--- config.mk ---
export PLATFORM = sky130hd
export DESIGN_NAME = fft_stage_sequencer
export DESIGN_NICKNAME = d
export VERILOG_FILES = /design/src/rtl/fft_stage_sequencer.sv
export SDC_FILE = /design/constraint.sdc
export NUM_CORES = 1
export LEC_CHECK = 0
export ABC_AREA = 1
export BUFFER_PORTS_ARGS = -buffer_cell sky130_fd_sc_hd__buf_2
export CORE_ASPECT_RATIO = 1.1
export CORE_UTILIZATION = 54
export CTS_BUF_LIST = sky130_fd_sc_hd__clkbuf_2 sky130_fd_sc_hd__clkbuf_4 sky130_fd_sc_hd__clkbuf_8
export DETAILED_ROUTE_END_ITERATION = 8
export PLACE_DENSITY = 0.79
export SETUP_SLACK_MARGIN = 0.05
export SYNTH_ARGS = -nofsm -noshare
export SYNTH_HDL_FRONTEND = slang
export SYNTH_SLANG_ARGS = --single-unit
--- constraint.sdc ---
create_clock -name clk -period 2 [get_ports clk]
set_input_delay 0.4 -clock clk [delete_from_list [all_inputs] [get_ports clk]]
set_output_delay 0.4 -clock clk [all_outputs]
set_load 0.01 [all_outputs]
--- src/rtl/fft_stage_sequencer.sv ---
// Walks the FFT butterfly engine through every group of every stage via req/ack,
// emitting per-group and per-stage strobes. Define FFT_STAGE_GAP_EN for a one-cycle bubble between stages.
module fft_stage_sequencer #(
    parameter int unsigned NUM_GROUPS = 16,
    parameter int unsigned NUM_STAGES = 5,
    parameter int unsigned GW         = 5,
    parameter int unsigned SW         = 3
) (
    input  logic          clk,
    input  logic          n_reset,
    input  logic          start,
    input  logic          group_ack,
    output logic          group_req,
    output logic [GW-1:0] group_index,
    output logic [SW-1:0] stage_index,
    output logic          iteration_strobe,
    output logic          stage_strobe,
    output logic          busy,
    output logic          fft_done
);

    localparam logic [GW-1:0] LAST_GROUP = GW'(NUM_GROUPS - 1);
    localparam logic [SW-1:0] LAST_STAGE = SW'(NUM_STAGES - 1);

`ifdef FFT_STAGE_GAP_EN
    typedef enum logic [1:0] {IDLE = 2'd0, ISSUE = 2'd1, GAP = 2'd2, DONE = 2'd3} state_e;
`else
    typedef enum logic [1:0] {IDLE = 2'd0, ISSUE = 2'd1, DONE = 2'd3} state_e;
`endif

    state_e        state_q, state_d;
    logic [GW-1:0] group_index_q, group_index_d;
    logic [SW-1:0] stage_index_q, stage_index_d;
    logic          group_req_q, group_req_d;
    logic          iteration_strobe_q, iteration_strobe_d;
    logic          stage_strobe_q, stage_strobe_d;
    logic          busy_q, busy_d;
    logic          fft_done_q, fft_done_d;
    logic          handshake;

    assign handshake = group_req_q && group_ack;

    // Next-state and next-output logic; every output is the registered image of its _d value.
    always_comb begin
        state_d            = state_q;
        group_index_d      = group_index_q;
        stage_index_d      = stage_index_q;
        group_req_d        = 1'b0;
        iteration_strobe_d = 1'b0;
        stage_strobe_d     = 1'b0;
        busy_d             = 1'b0;
        fft_done_d         = 1'b0;
        case (state_q)
            IDLE: begin
                if (start) begin
                    state_d       = ISSUE;
                    group_index_d = '0;
                    stage_index_d = '0;
                    group_req_d   = 1'b1;
                    busy_d        = 1'b1;
                end
            end
            ISSUE: begin
                group_req_d = 1'b1;
                busy_d      = 1'b1;
                if (handshake) begin
                    iteration_strobe_d = 1'b1;
                    if (group_index_q != LAST_GROUP) begin
                        group_index_d = group_index_q + GW'(1);
                    end else begin
                        stage_strobe_d = 1'b1;
                        if (stage_index_q != LAST_STAGE) begin
                            group_index_d = '0;
                            stage_index_d = stage_index_q + SW'(1);
`ifdef FFT_STAGE_GAP_EN
                            state_d     = GAP;
                            group_req_d = 1'b0;
`endif
                        end else begin
                            // Indices stay on the final group until IDLE clears them.
                            state_d     = DONE;
                            group_req_d = 1'b0;
                            fft_done_d  = 1'b1;
                        end
                    end
                end
            end
`ifdef FFT_STAGE_GAP_EN
            GAP: begin
                state_d     = ISSUE;
                group_req_d = 1'b1;
                busy_d      = 1'b1;
            end
`endif
            DONE: begin
                state_d       = IDLE;
                group_index_d = '0;
                stage_index_d = '0;
            end
            default: begin
                state_d       = IDLE;
                group_index_d = '0;
                stage_index_d = '0;
            end
        endcase
    end

    always_ff @(posedge clk or negedge n_reset) begin
        if (!n_reset) begin
            state_q            <= IDLE;
            group_index_q      <= '0;
            stage_index_q      <= '0;
            group_req_q        <= 1'b0;
            iteration_strobe_q <= 1'b0;
            stage_strobe_q     <= 1'b0;
            busy_q             <= 1'b0;
            fft_done_q         <= 1'b0;
        end else begin
            state_q            <= state_d;
            group_index_q      <= group_index_d;
            stage_index_q      <= stage_index_d;
            group_req_q        <= group_req_d;
            iteration_strobe_q <= iteration_strobe_d;
            stage_strobe_q     <= stage_strobe_d;
            busy_q             <= busy_d;
            fft_done_q         <= fft_done_d;
        end
    end

    assign group_req        = group_req_q;
    assign group_index      = group_index_q;
    assign stage_index      = stage_index_q;
    assign iteration_strobe = iteration_strobe_q;
    assign stage_strobe     = stage_strobe_q;
    assign busy             = busy_q;
    assign fft_done         = fft_done_q;

endmodule

**Word level (Yosys, flattened, before mapping)**

Index checks and enable logic that the tools add are counted.

- Register bits: 15
- Input port bits: 4
- Output and inout bits: 13
- Word-level logic and storage cells: 54

- Add/subtract/negate cells: 2
- Equality and inequality tests: 9
- Multiplexer cells: 30
- Reductions and logical operators: 5

Operator list:

| operator | number |
|---|---|
| 5-bit two-way mux | 4 |
| 1-bit two-way mux | 13 |
| 3-bit two-way mux | 4 |
| 2-bit inequality test (second input constant) | 5 |
| 5-bit one-hot mux with 2 select lines | 1 |
| 2-bit two-way mux | 4 |
| 4-bit AND reduction | 2 |
| 3-bit inequality test (second input constant) | 2 |
| 3-bit one-hot mux with 2 select lines | 1 |
| 5-bit by 1-bit adder with 5-bit output (second input constant) | 1 |
| 5-bit by 4-bit inequality test with 1-bit output (second input constant) | 1 |
| 1-bit one-hot mux with 2 select lines | 2 |
| 2-bit one-hot mux with 2 select lines | 1 |
| 3-bit by 1-bit adder with 3-bit output (second input constant) | 1 |
| 3-bit AND reduction | 1 |
| 2-bit by 1-bit == test with 1-bit output (second input constant) | 1 |
| 2-bit logical NOT | 1 |
| 1-bit logical AND | 1 |

**Longest topological paths before layout**

Gate-level depths: netlist of run 1.

- Depth in word-level cells: 5
- Mapped depth: 8
- Depth with buffers taken out: 8

**Least setup slack after synthesis of run 1**

No wires, ideal clock.

- Path type: register to register
- Start: register group_index_q[0], in the netlist group_index[0]
- End: register stage_index_q[0], in the netlist stage_index[0]
- Setup time: 117 ps
- Data arrival time: 1,145 ps
- Required time: 1,883 ps
- Slack: 738 ps
- Cell stages (with the launch flop): 9
- Path buffers: 0
- Clock period less this slack: 1,262 ps
- Cells stage by stage: dfrtp_1 -> ha_1 -> nand2_1 -> nor2_2 -> nand2_1 -> nand2_2 -> nand2_2 -> nand2_1 -> nand2_1

- Cells in the longest elaborated chain, start to end: 3

RTL lines:

| item | RTL line | text |
|---|---|---|
| from (decl) | 32 | `logic [GW-1:0] group_index_q, group_index_d;` |
| from (signal assigned) | 120 | `group_index_q <= group_index_d;` |
| 5-bit by 4-bit inequality test with 1-bit output | 68 | `if (group_index_q != LAST_GROUP) begin` |
| 2-bit inequality test (no line) | - |  |
| 4-bit AND reduction (no line) | - |  |
| to (signal assigned) | 121 | `stage_index_q <= stage_index_d;` |
| to (decl) | 33 | `logic [SW-1:0] stage_index_q, stage_index_d;` |

No other way between the ends.
A chain may end at the register's enable or synchronous reset.

**Final worst setup path of run 1**

- Start: register group_index_q[0], in the netlist group_index[0]
- End: register stage_index_q[2], in the netlist stage_index[2]

The elaborated chain is that of the path after synthesis.

==> run_results.csv, run 1 <==
group,metric,value,unit
hold_path,hp-class,"in2async",
timing,drv_slew,0,
timing,fmax,0.7365,GHz
setup_path,cp_data_required_time,2180,ps
setup_path,crit_buf_inv,0,
logic_synthesis,synthesis.instances,95,
clock_tree,hold_buffers,0,
timing,worstMarginPinSlew,335.7,ps
placed_design,dp.cells,127,
cells_and_area,area_growth_syn_to_layout,16.51,%
placed_design,portBuffers,16,
power,peakVddDrop,518.6,uV
setup_path,critical_path.max_fanout,5,
setup_path,cp.arrival,1530,ps
setup_path,cp_common_cell,"nand2_1",
timing,period_needed,1358,ps
global_route,grt_usage,21.60,%
logic_synthesis,avgSynthCellArea,8.297,um^2
global_route,grt_pass1_vias,577,
detailed_routing,avgViaCountPerCell,4.893,
cells_and_area,nets,123,
floorplanning,initial_core_util,57.69,%
power,power_density,856.6,nW/um^2
floorplanning,die_area,1617,um^2
detailed_routing,wire_per_inst,11.24,um
floorplanning,io_pins,17,
setup_path,timing.critical_path.from_type,"register",
logic_synthesis,yosysUniqueCellTypes,18,
run_status,status,"finished, final reports clean",
floorplanning,core,1366,um^2
setup_path,r2r_slack,640,ps
timing,rsz0062_at_grt,"no",
setup_path,cp-end-kind,"register",
setup_path,cp_cell_sequence,"ha_1 > nand2_1 > nor2_2 > nand2_1 > nand2_2 > nand2_2 > nand2_1 > nand2_1",
timing,finClkSkew,5.003,ps
timing,slew_headroom,77.62,%
clock_tree,cts_setup_buffers,0,
setup_path,cp.depth,8,
setup_path,r2r_cells,8,
setup_path,crit_family,"simple AND/OR/NAND/NOR gates",
clock_tree,cts_tree,"yes",
logic_synthesis,syn_area,788.3,um^2
setup_path,crit_type,"reg2reg",
clock_tree,cts_max_level,1,
cells_and_area,fin_cells,131,
floorplanning,die_h,42.07,um
cells_and_area,n_fill_cell,120,
placed_design,gp_congestion,0.8734,
detailed_routing,routed_wl,1473,um
global_route,grt_pass1_wl,2394,um
logic_synthesis,yosysTopAreaCell,"dfrtp_1",
clock_tree,clk_path_buf_depth,2,
timing,hold_violations,0,
job,drv_cap,0,
clock_tree,clkTransAtPathRegs,90,ps
detailed_routing,drt_iter0_markers,10,
timing,finalCritPeriodShare,67.89,%
logic_synthesis,synth-seq-cells,15,
clock_tree,cts_resized,0,
timing,setup_violations,0,
placed_design,dp_hpwl,1154,um
global_route,antenna_found_initial,0,
detailed_routing,vias,641,
logic_synthesis,ys_warn_count,0,
setup_path,r2r_end,"stage_index[2]",
detailed_routing,dr.pass1.iters,4,
logic_synthesis,syn-num-nets,102,
cells_and_area,regArea,375.4,um^2
timing,setup-tns-final,0,ps
cells_and_area,multi_input_area,351.6,um^2
logic_synthesis,yosysTopAreaCellShare,47.62,%
cells_and_area,layout-drive-gt1-share,31.30,%
logic_synthesis,synth_area_leaders,"dfrtp_1 (48%), nand2_1 (12%), nand3_1 (5.7%)",
setup_path,slowest_stage,"dfrtp_1",
clock_tree,cts_made_buffers,3,
cells_and_area,num_antenna_cells,0,
clock_tree,clock_sinks,15,
floorplanning,die_x,38.43,um
floorplanning,rows,14,
clock_tree,clock_latency,280,ps
detailed_routing,drc,0,
setup_path,r2r-start,"group_index[0]",
logic_synthesis,ys_seq_area_share,47.62,%
power,finalPower,786.7,uW
setup_path,cpPeakStageDelay,420,ps
clock_tree,root_buffer,"clkbuf_4",
global_route,grt_max_degree,16,
global_route,gr-total-overflow,0,
power,p_leak,0.0004996,uW
detailed_routing,postRouteAntennaNets,0,
==> final cells by class <==
| type | count | share of cell area (%) |
|---|---|---|
| Sequential cell | 15 | 40.87 |
| Clock buffer | 4 | 3.270 |
| Timing Repair Buffer | 16 | 8.719 |
| Inverter | 16 | 6.676 |
| Tap cell | 16 | 2.180 |
| Multi-Input combinational cell | 64 | 38.28 |
==> logic make-up after synthesis <==
| kind of cell | synth area share, % |
|---|---|
| AO/OA/AOI/OAI | 2.539 |
| XOR/XNOR | 2.223 |
| adder cells (fa/ha/maj) | 4.762 |
| buffers and inverters | 7.777 |
| flip-flops | 47.62 |
| AND/OR/NAND/NOR | 35.08 |
==> cells in the mapped netlist <==
master,n
nand2_2,2
nor2_1,7
nand2_1,26
nor2_4,1
inv_1,12
nor2_2,4
inv_2,3
a21oi_1,3
ha_1,3
xor2_1,1
nand3_1,9
nand3_2,2
nor3_1,1
xnor2_1,1
clkinv_2,1
o21ai_1,1
nand2_4,3
dfrtp_1,15
==> registers in the layout, indices dropped and copies added (netlist names) <==
register and cells:
group_index 5, stage_index 3, state_q 2, busy 1, fft_done 1, group_req 1
iteration_strobe 1, stage_strobe 1
==> placed cells by master, fill, tap and decap left out <==
master    netlist  routed
inv_2           3       3
ha_1            3       3
clkinv_2        1       1
dfrtp_1        15      15
xor2_1          1       1
clkbuf_4        0       4
xnor2_1         1       1
inv_1          12      12
a21oi_1         3       3
o21ai_1         1       1
nor2_4          1       1
buf_2           0      16
nor2_2          4       4
nand2_1        26      26
nand2_2         2       2
nand3_2         2       2
nand3_1         9       9
nand2_4         3       3
nor2_1          7       7
nor3_1          1       1
==> where the power goes <==
| part | total (uW) | switching [uW] | internal [uW] |
|---|---|---|---|
| clock | 185 | 93.7 | 90.9 |
| sequential | 395 | 51.8 | 344 |
| combinational | 207 | 119 | 87.5 |
| total | 787 | 265 | 522 |
==> metal layers <==
| layer | track usage [%] | wire (um) |
|---|---|---|
| met1 | 26.39 | 602 |
| met2 | 34.92 | 785 |
| met3 | 3.191 | 59 |
| met4 | 12.41 | 25 |
| met5 | 0 | 0 |
==> per-stage QoR <==
step	instance area (um^2)	setup slack, ps	hold slack, ps	utilization, %
after global placement	888.4	729.7	314.6	65.02
after global routing	918.4	508.2	13.11	67.22
final	918.4	642.2	5.138	67.22
after floorplan	788.3	738.1	104.4	-
after CTS	918.4	647.7	11.24	67.22
after detailed placement	888.4	668.0	320.5	65.02
==> worst max-delay path by stage <==
stage | startpoint | endpoint | slack (ps)
5_1_grt | group_index[0] | group_index[1] | 510
2_1_floorplan | group_index[0] | stage_index[0] | 740
3_3_place_gp | group_index[0] | group_index[0] | 730
4_1_cts | group_index[0] | stage_index[2] | 650
6_report | group_index[0] | stage_index[2] | 640
3_5_place_dp | group_index[0] | stage_index[2] | 670
Note: power is estimated with default switching activity, not from simulation.
==> inputs of run 2 (changes only) <==
Clock period 2 ns to 1.25 ns, I/O delays scaled along.
==> run_results.csv, run 2 (same netlist as run 1, synthesis figures left out) <==
group,metric,value,unit
hold_path,min-delay-start,"group_ack",
setup_path,crit_type,"reg2reg",
setup_path,r2r_slack,-40,ps
setup_path,timing.critical_path.from_type,"register",
cells_and_area,utilization,74.91,%
timing,finalCritPeriodShare,102.8,%
detailed_routing,drc,0,
timing,slew_headroom,78.34,%
detailed_routing,postRouteAntennaNets,0,
timing,drv_slew,0,
cells_and_area,largest_reg_flops,5,
global_route,grt_max_degree,16,
clock_tree,cts_tree,"yes",
setup_path,cp.arrival,1470,ps
detailed_routing,drt_iter0_markers,21,
clock_tree,clkTransAtPathRegs,90,ps
hold_path,hp-class,"in2reg",
placed_design,dp_hpwl,1166,um
setup_path,crit_family,"simple AND/OR/NAND/NOR gates",
job,drv_cap,0,
floorplanning,core,1366,um^2
setup_path,cp.depth,8,
timing,fin_ws,-35.18,ps
global_route,antenna_found_initial,0,
run_status,status,"finished, violations left",
cells_and_area,nets,132,
setup_path,r2r_end,"stage_index[1]",
timing,setup-tns-final,-105.0,ps
detailed_routing,wire_per_inst,12.26,um
global_route,grt_pass1_wl,2794,um
run_status,failed_checks,"negative setup slack",
setup_path,r2r-start,"group_index[1]",
timing,finClkSkew,3.706,ps
clock_tree,clock_sinks,15,
detailed_routing,dr.pass1.iters,4,
floorplanning,initial_core_util,57.69,%
global_route,grt.met3_usage,3.191,%
cells_and_area,mostFrequentLayoutCell,"nand2_1",
clock_tree,clk_path_buf_depth,2,
cells_and_area,area_growth_syn_to_layout,29.84,%
global_route,gr-total-overflow,0,
timing,period_needed,1285,ps
setup_path,cp_cell_sequence,"ha_4 > nand2_2 > nor2_2 > nand2_1 > nand2_2 > nand2_2 > nand2_1 > nand2_1",
floorplanning,rows,14,
setup_path,critical_path.max_fanout,5,
clock_tree,cts_made_buffers,3,
placed_design,gp_congestion,0.8417,
hold_path,holdPathEnd,"iteration_strobe",
detailed_routing,routed_wl,1716,um
floorplanning,die_h,42.07,um
global_route,gr-max-usage-layer,"met2",
power,p_leak,0.0005469,uW
cells_and_area,final_cell_mix,"nand2_1 (22), buf_2 (15), dfrtp_1 (14), inv_1 (11), nand3_1 (9)",
timing,fmax,0.7781,GHz
power,peakVddDrop,890.7,uV
detailed_routing,vias,728,
clock_tree,cts_max_level,1,
timing,setup_violations,5,
timing,rsz0062_at_grt,"yes",
setup_path,r2r_cells,8,
timing,worstMarginPinSlew,324.9,ps
cells_and_area,layout-drive-gt1-share,41.94,%
floorplanning,die_x,38.43,um
setup_path,cpPeakStageDelay,410,ps
global_route,grt_use_met2,39.66,%
setup_path,slowest_stage,"dfrtp_1",
setup_path,cp-end-kind,"register",
floorplanning,io_pins,17,
hold_path,worstHoldPathCells,3,
clock_tree,clock_latency,280,ps
setup_path,crit_buf_inv,0,
setup_path,cp_data_required_time,1430,ps
placed_design,portBuffers,16,
clock_tree,root_buffer,"clkbuf_4",
power,power_density,1356,nW/um^2
floorplanning,die_area,1617,um^2
global_route,grt_use_met1,32.50,%
global_route,grt_usage,24.89,%
detailed_routing,avgViaCountPerCell,5.200,
timing,hold_violations,0,
cells_and_area,num_antenna_cells,0,
global_route,grt_pass1_vias,672,
## run 2: routing by layer
layer | vias to the layer above | wire length, um
met5 | - | 0
met4 | 0 | 48
met3 | 6 | 81
met2 | 30 | 870
met1 | 342 | 715
li1 | 350 | -
## run 2: stage by stage
stage / instance area [um^2] / total power, uW / cells / hold slack, ps / setup WS [ps]
after CTS: 974.7 / 1312 / 137 / 249.7 / -7.104
after global placement: 905.9 / 1000 / 129 / 161.8 / 17.24
after floorplan: 790.8 / 854.3 / 95 / -45.59 / -7.379
after global routing: 1023 / 1487 / 140 / 270.3 / -125.3
final: 1023 / 1387 / 140 / 251.2 / -35.18
after detailed placement: 905.9 / 1015 / 129 / 166.4 / -50.58
## run 2: what timing repair did
item                                   in CTS  in global routing
endpoints found under the hold margin      15                  0
buffers inserted                            3                  3
pin swaps                                   1                  5
gates resized for setup                     3                  7
setup endpoints to repair                  11                 14
hold buffers                                1                  0
cloned                                      0                  0
## run 2: report_power, final
group	total, uW	internal [uW]	switching (uW)	leakage (uW)
clock network	278	119	160	0.0000177
logic	479	233	245	0.000345
registers	630	553	77.1	0.000184
total	1390	905	482	0.000547
## run 2: worst max-delay path by stage
stage                   startpoint        endpoint  slack [ps]
detailed placement  stage_index[0]  stage_index[1]         -50
global route        group_index[0]  stage_index[2]        -130
global placement    stage_index[0]  stage_index[0]          20
floorplan           group_index[0]  stage_index[0]          -7
CTS                 group_index[0]  group_index[0]          -7
finish              group_index[1]  stage_index[1]         -40
## run 2: tightest hold or removal path, delay by kind of cell
| kind | cells | cell delay, ps |
|---|---|---|
| AND/OR/NAND/NOR | 2 | 150 |
| buffers and inverters | 1 | 100 |
## run 2: cell type report
cell class                 instances  area, um^2
inverter                          16       61.31
timing repair buffer              25       160.2
sequential                        15       376.6
multi-input combinational         64       377.9
fill                             106       342.8
tap                               16       20.02
clock inverter                     1       5.005
clock buffer                       3       22.52
